[src/rtl/packet_builder_pkg.sv]
// Shared BFT framing definitions: the port-range constants, the header field offsets
// and the packet layout. The parser and the builder both import this package.
package packet_builder_pkg;

    localparam int unsigned INPUT_PORT_MAX_NUM  = 8;
    localparam int unsigned OUTPUT_PORT_MIN_NUM = 9;
    localparam int unsigned DATA_PORT_MIN_NUM   = 2;

    localparam int PKT_BITS  = 97;
    localparam int LEAF_BITS = 6;
    localparam int PORT_BITS = 4;
    localparam int PLD_BITS  = PKT_BITS - 1 - LEAF_BITS - PORT_BITS;

    typedef struct packed {
        logic                 valid;
        logic [LEAF_BITS-1:0] leaf;
        logic [PORT_BITS-1:0] port;
        logic [PLD_BITS-1:0]  payload;
    } packet_t;

    typedef enum logic {
        ST_IDLE = 1'b0,
        ST_HOLD = 1'b1
    } out_state_e;

    // Header fields sit directly above the payload: the port first, then the leaf.
    function automatic int hdr_port_lsb(input int payload_bits);
        return payload_bits;
    endfunction

    function automatic int hdr_leaf_lsb(input int payload_bits, input int port_bits);
        return payload_bits + port_bits;
    endfunction

endpackage

[src/rtl/packet_builder_fifo.sv]
// Small synchronous FIFO with a show-ahead read port and full/empty flags.
module packet_builder_fifo
    import packet_builder_pkg::*;
#(
    parameter int WIDTH = 96,
    parameter int DEPTH = 4
) (
    input  logic             clk,
    input  logic             reset,
    input  logic             i_push,
    input  logic [WIDTH-1:0] i_wdata,
    input  logic             i_pop,
    output logic [WIDTH-1:0] o_rdata,
    output logic             o_full,
    output logic             o_empty
);
    localparam int AW = $clog2(DEPTH);

    logic [WIDTH-1:0] r_mem [DEPTH];
    logic [AW-1:0]    r_wptr;
    logic [AW-1:0]    r_rptr;
    logic [AW:0]      r_count;
    logic             w_push;
    logic             w_pop;

    assign w_push  = i_push & ~o_full;
    assign w_pop   = i_pop & ~o_empty;
    assign o_full  = (r_count == (AW+1)'(DEPTH));
    assign o_empty = (r_count == '0);
    assign o_rdata = r_mem[r_rptr];

    always_ff @(posedge clk) begin
        if (w_push)
            r_mem[r_wptr] <= i_wdata;
    end

    // Power-of-two depth lets the pointers wrap naturally.
    always_ff @(posedge clk) begin
        if (reset) begin
            r_wptr  <= '0;
            r_rptr  <= '0;
            r_count <= '0;
        end else begin
            if (w_push) r_wptr <= r_wptr + 1'b1;
            if (w_pop)  r_rptr <= r_rptr + 1'b1;
            case ({w_push, w_pop})
                2'b10:   r_count <= r_count + 1'b1;
                2'b01:   r_count <= r_count - 1'b1;
                default: r_count <= r_count;
            endcase
        end
    end

endmodule

[src/rtl/packet_builder.sv]
// BFT transmit framer: buffers data and config beats, prepends the valid/leaf/port
// header and round-robins the two queues onto a single held output register.
module packet_builder
    import packet_builder_pkg::*;
#(
    parameter int PACKET_BITS   = 97,
    parameter int NUM_LEAF_BITS = 6,
    parameter int NUM_PORT_BITS = 4,
    parameter int FIFO_DEPTH    = 4,
    parameter int PAYLOAD_BITS  = PACKET_BITS - 1 - NUM_LEAF_BITS - NUM_PORT_BITS
) (
    input  logic                     clk,
    input  logic                     reset,
    input  logic [PAYLOAD_BITS-1:0]  i_data_payload,
    input  logic [NUM_LEAF_BITS-1:0] i_data_leaf,
    input  logic [NUM_PORT_BITS-1:0] i_data_port,
    input  logic                     i_data_valid,
    output logic                     o_data_ready,
    input  logic [PAYLOAD_BITS-1:0]  i_cfg_payload,
    input  logic [NUM_LEAF_BITS-1:0] i_cfg_leaf,
    input  logic [NUM_PORT_BITS-1:0] i_cfg_port,
    input  logic                     i_cfg_valid,
    output logic                     o_cfg_ready,
    output logic [PACKET_BITS-1:0]   o_bft_data,
    input  logic                     i_bft_ready,
    output logic [15:0]              o_drop_count
);
    localparam int ENTRY_W  = PACKET_BITS - 1;
    localparam int PORT_LSB = hdr_port_lsb(PAYLOAD_BITS);
    localparam int LEAF_LSB = hdr_leaf_lsb(PAYLOAD_BITS, NUM_PORT_BITS);

    logic [ENTRY_W-1:0]     w_data_entry, w_cfg_entry;
    logic [ENTRY_W-1:0]     w_data_head, w_cfg_head;
    logic                   w_data_full, w_data_empty, w_cfg_full, w_cfg_empty;
    logic                   w_data_legal, w_cfg_legal;
    logic                   w_data_acc, w_cfg_acc;
    logic [1:0]             w_drop_inc;
    logic [16:0]            w_drop_sum;
    logic                   w_any, w_load, w_grant_cfg;
    out_state_e             r_state;
    logic [PACKET_BITS-1:0] r_bft;
    logic                   r_last_cfg;
    logic [15:0]            r_drop;

    always_comb begin
        w_data_entry = '0;
        w_data_entry[PAYLOAD_BITS-1:0]          = i_data_payload;
        w_data_entry[PORT_LSB +: NUM_PORT_BITS] = i_data_port;
        w_data_entry[LEAF_LSB +: NUM_LEAF_BITS] = i_data_leaf;
        w_cfg_entry = '0;
        w_cfg_entry[PAYLOAD_BITS-1:0]           = i_cfg_payload;
        w_cfg_entry[PORT_LSB +: NUM_PORT_BITS]  = i_cfg_port;
        w_cfg_entry[LEAF_LSB +: NUM_LEAF_BITS]  = i_cfg_leaf;
    end

    // Data goes to input ports, config/responses to the low or output-side ports.
    assign w_data_legal = (32'(i_data_port) >= DATA_PORT_MIN_NUM) &&
                          (32'(i_data_port) <= INPUT_PORT_MAX_NUM);
    assign w_cfg_legal  = (32'(i_cfg_port) < DATA_PORT_MIN_NUM) ||
                          (32'(i_cfg_port) >= OUTPUT_PORT_MIN_NUM);

    assign o_data_ready = ~w_data_full & ~reset;
    assign o_cfg_ready  = ~w_cfg_full & ~reset;
    assign w_data_acc   = i_data_valid & o_data_ready;
    assign w_cfg_acc    = i_cfg_valid & o_cfg_ready;

    assign w_drop_inc = {1'b0, w_data_acc & ~w_data_legal} + {1'b0, w_cfg_acc & ~w_cfg_legal};
    assign w_drop_sum = {1'b0, r_drop} + {15'b0, w_drop_inc};

    // Config wins only when data is absent or data was granted last.
    assign w_any       = ~w_data_empty | ~w_cfg_empty;
    assign w_load      = w_any & ((r_state == ST_IDLE) | i_bft_ready);
    assign w_grant_cfg = ~w_cfg_empty & (w_data_empty | ~r_last_cfg);

    packet_builder_fifo #(.WIDTH(ENTRY_W), .DEPTH(FIFO_DEPTH)) u_data_fifo (
        .clk     (clk),
        .reset   (reset),
        .i_push  (w_data_acc & w_data_legal),
        .i_wdata (w_data_entry),
        .i_pop   (w_load & ~w_grant_cfg),
        .o_rdata (w_data_head),
        .o_full  (w_data_full),
        .o_empty (w_data_empty)
    );

    packet_builder_fifo #(.WIDTH(ENTRY_W), .DEPTH(FIFO_DEPTH)) u_cfg_fifo (
        .clk     (clk),
        .reset   (reset),
        .i_push  (w_cfg_acc & w_cfg_legal),
        .i_wdata (w_cfg_entry),
        .i_pop   (w_load & w_grant_cfg),
        .o_rdata (w_cfg_head),
        .o_full  (w_cfg_full),
        .o_empty (w_cfg_empty)
    );

    always_ff @(posedge clk) begin
        if (reset) begin
            r_state    <= ST_IDLE;
            r_bft      <= '0;
            r_last_cfg <= 1'b1;
            r_drop     <= '0;
        end else begin
            r_drop <= w_drop_sum[16] ? 16'hFFFF : w_drop_sum[15:0];
            if (w_load) begin
                r_state    <= ST_HOLD;
                r_bft      <= {1'b1, w_grant_cfg ? w_cfg_head : w_data_head};
                r_last_cfg <= w_grant_cfg;
            end else if (r_state == ST_HOLD && i_bft_ready) begin
                r_state <= ST_IDLE;
                r_bft   <= '0;
            end
        end
    end

    assign o_bft_data   = r_bft;
    assign o_drop_count = r_drop;

endmodule
[config.mk]
export PLATFORM = sky130hd
export DESIGN_NAME = packet_builder
export DESIGN_NICKNAME = d
export VERILOG_FILES = /design/src/rtl/packet_builder_pkg.sv /design/src/rtl/packet_builder_fifo.sv /design/src/rtl/packet_builder.sv
export SDC_FILE = /design/constraint.sdc
export NUM_CORES = 1
export LEC_CHECK = 0
export BUFFER_PORTS_ARGS = -buffer_cell sky130_fd_sc_hd__clkbuf_2
export CAP_MARGIN = 20
export CORE_ASPECT_RATIO = 1.1
export CORE_MARGIN = 2
export CORE_UTILIZATION = 62
export CTS_CLUSTER_DIAMETER = 60
export DETAILED_ROUTE_END_ITERATION = 8
export GPL_TIMING_DRIVEN = 0
export PLACE_DENSITY = 0.82
export SYNTH_ARGS = -nofsm -noshare
export SYNTH_HDL_FRONTEND = slang
export SYNTH_SLANG_ARGS = --single-unit
[constraint.sdc]
create_clock -name clk -period 11.8 [get_ports clk]
set_clock_uncertainty 0.05 [all_clocks]
set_input_delay 3.54 -clock clk [delete_from_list [all_inputs] [get_ports clk]]
set_output_delay 3.54 -clock clk [all_outputs]
set_load 0.02 [all_outputs]
==> flow_metrics.env <==
export IMPL_yosysSeqAreaShare_pct=77.2
export IMPL_io_pins=312
export IMPL_min_period_ns=9.29
export IMPL_rrSetupSlack_ns=8.40
export IMPL_track_usage_pct=29.0
export IMPL_yosysWarnings=0
export IMPL_start_util_pct=62.4
export IMPL_reg2regPathDepth=12
export IMPL_cts_sinks=900
export IMPL_p_int_mw=5.97
export IMPL_hpwl_mm=50.6
export IMPL_hold_depth=2
export IMPL_ant_nets=0
export IMPL_grt_pass1_wl_mm=116
export IMPL_setup_tns_final_ns=0
export IMPL_grt_pass1_vias=19000
export IMPL_hp_class="register to register"
export IMPL_routed_wl_mm=79.6
export IMPL_power_density_nw_per_um2=218
export IMPL_status="complete, no violations"
export IMPL_whs_endpoint="u_data_fifo.r_count[2]$_SDFFE_PP0P_"
export IMPL_die_w_um=225
export IMPL_synth_edf_count=768
export IMPL_r2r_start="u_cfg_fifo.r_count[0]$_SDFFE_PP0P_"
export IMPL_portBuffers=310
export IMPL_power_frac_comb_pct=23.4
export IMPL_drt_pre_antenna_iters=5
export IMPL_die_area_um2=55600
export IMPL_end_kind="output pin"
export IMPL_gp_congestion=0.826
export IMPL_multiInputGateArea_um2=7070
export IMPL_synthArstFlopShare_pct=0
export IMPL_clockRootBuffer="clkbuf_16"
export IMPL_maxSlewHeadroom_pct=46.3
export IMPL_crit_type="input pin to output pin"
export IMPL_dr_first_iter_drc_count=1907
export IMPL_num_nets_final=2273
export IMPL_antenna_found_initial=13
export IMPL_critPathArrivalTime_ns=5.70
export IMPL_rr_endpoint="o_drop_count[9]$_SDFF_PP0_"
export IMPL_hold_start="u_data_fifo.r_count[2]$_SDFFE_PP0P_"
export IMPL_max_clock_freq_mhz=108
export IMPL_critPathMaxFanout=10
export IMPL_fillCellCount=2963
export IMPL_startpoint_type="input pin"
export IMPL_wl_per_cell_um=28.2
export IMPL_route_detailed_drc=0
export IMPL_coreArea_um2=53300
export IMPL_via_per_inst=6.45
export IMPL_cts_buffers=85
export IMPL_synth_nets=1861
export IMPL_p_seq_share_pct=44.0
export IMPL_clk_pin_slew_ns=0.06
export IMPL_post_route_cells_drive_above_1_share_pct=33.1
export IMPL_regArea_um2=25700
export IMPL_synth_distinct_cells=49
export IMPL_die_y_um=247
export IMPL_grt_overflow_total=0
export IMPL_swShare_pct=29.7
export IMPL_synth_cells=1650
export IMPL_min_period_over_period_pct=78.7
export IMPL_rsz0062_at_grt="no"
export IMPL_ctsResizeCount=0
export IMPL_syn_to_final_growth_pct=17.0
export IMPL_setup_viol=0
export IMPL_final_common_cell="edfxtp_1"
export IMPL_hold_viol=0
export IMPL_crit_required_ns=8.21
export IMPL_clock_latency_ns=0.63
export IMPL_cts_hold_buf=0
export IMPL_synthFlopType="edfxtp_1"
export IMPL_cts_max_level=3
export IMPL_worstMarginPinSlew_ns=0.805
export IMPL_cts_path_max_buffers=3
export IMPL_power_switching_mw=2.52
export IMPL_fin_area_um2=39000
export IMPL_clockPowerShare_pct=32.6
export IMPL_fin_hold_ws_ns=0.460
export IMPL_rows=89
export IMPL_via_count=18200
export IMPL_cts_setup_buffers=0
export IMPL_grt_max_degree=56
export IMPL_drv_cap=0
export IMPL_ys_ff_latch=900
export IMPL_peakVddDrop_uv=152
export IMPL_drv_slew=0
export IMPL_leakagePower_nw=13.0
export IMPL_syn_area_per_cell_um2=20.2
export IMPL_final_cell_mix="768 x edfxtp_1, 310 x clkbuf_2, 192 x mux4_2"
export IMPL_cts_tree="done"
export IMPL_place_area_um2=36100
export IMPL_netlist_area_um2=33300
## synth_stat cells (2+ instances only)
cell      instances  share of area [%]
a21bo_2           2              0.060
a21oi_1         118                1.8
a22oi_1          96                2.2
a31oi_1           4              0.075
and2_1            2              0.038
and2_2            4              0.090
and3_1           10               0.19
buf_2            27               0.41
buf_4            13               0.29
clkbuf_1         65               0.73
dfxtp_1         132                7.9
edfxtp_1        768                 69
fa_1              3               0.18
ha_1             11               0.41
inv_1            19               0.21
mux4_2          192                 13
nand2_1           6              0.068
nand3_1           6              0.090
nand3b_1          2              0.045
nand4_1           5              0.094
nor2_1           18               0.20
nor3_1            2              0.030
o21ai_0          91                1.4
o21ai_1          13               0.20
o21bai_1          2              0.045
or3_1             4              0.075
xnor2_1           8               0.21
xor2_1            6               0.16
## layout make-up
| class | instances | area share (%) |
|---|---|---|
| clock buffers | 113 | 6.15 |
| diodes | 8 | 0.0514 |
| plain buffers | 106 | 1.23 |
| flip-flops and latches | 900 | 66.0 |
| inverters | 19 | 0.183 |
| clock inverters | 46 | 1.18 |
| multi-input cells | 625 | 18.1 |
| well taps | 682 | 2.19 |
| repair buffers | 325 | 4.88 |
## power by group through the flow
stage          clock network [mW]  logic, mW  registers, mW
2_1_floorplan                   0       1.12           3.90
3_3_place_gp                    0       1.85           3.79
3_5_place_dp                    0       1.95           3.79
4_1_cts                      2.79       1.98           3.73
5_1_grt                      2.91       2.12           3.74
6_report                     2.77       1.99           3.73
## state kept, by name, summed over array words and instances, names as in the netlist, named ones only
| signal | count |
|---|---|
| u_cfg_fifo.r_mem | 384 |
| r_state | 1 |
| o_bft_data | 96 |
| u_data_fifo.r_rptr | 2 |
| o_drop_count | 16 |
| u_cfg_fifo.r_rptr | 2 |
| u_data_fifo.r_count | 3 |
| u_cfg_fifo.r_count | 3 |
| u_data_fifo.r_mem | 384 |
| u_cfg_fifo.r_wptr | 2 |
| u_data_fifo.r_wptr | 2 |
| r_last_cfg | 1 |
## critical path, cell delays in order
cell      delay [ns]
clkbuf_1        0.21
inv_1           0.16
clkbuf_1        0.59
buf_16          0.23
clkbuf_1        0.51
and2_1          0.22
clkbuf_2        0.23
## metal layers
layer / vias up / wire length (µm) / part of all wire [%] / global-route usage (%)
li1: 7656 / - / - / -
met1: 9331 / 28400 / 36 / 36.0
met2: 998 / 40100 / 50 / 48.3
met3: 205 / 7190 / 9.0 / 6.87
met4: 16 / 3780 / 4.8 / 14.4
met5: - / 97 / 0.12 / 0
## how the worst max path moves through the flow
stage	cells after the start	end	from	slack [ns]
5_1_grt	7	o_cfg_ready	reset	2.44
3_5_place_dp	7	o_cfg_ready	reset	2.53
6_report	7	o_cfg_ready	reset	2.51
2_1_floorplan	5	o_cfg_ready	reset	3.67
3_3_place_gp	6	o_cfg_ready	reset	2.25
4_1_cts	7	o_cfg_ready	reset	2.51
## cell families after synthesis
| group | after synthesis | synth area share [%] |
|---|---|---|
| flops | 900 | 77.2 |
| compound gates | 336 | 6.00 |
| mux | 193 | 13.0 |
| buf+inv | 125 | 1.66 |
| simple gates | 68 | 1.17 |
| xor+xnor | 14 | 0.368 |
| fa+ha+maj | 14 | 0.594 |
## stage by stage
step | util, % | setup WS, ns | total power, mW | std cells
6_report | 73.0 | 2.51 | 8.49 | 2824
5_1_grt | 73.0 | 2.44 | 8.78 | 2821
4_1_cts | 73.0 | 2.51 | 8.50 | 2816
3_5_place_dp | 67.6 | 2.53 | 5.74 | 2657
3_3_place_gp | 66.9 | 2.25 | 5.64 | 2642
2_1_floorplan | - | 3.67 | 5.02 | 1650
(Power assumes the default switching activity.)
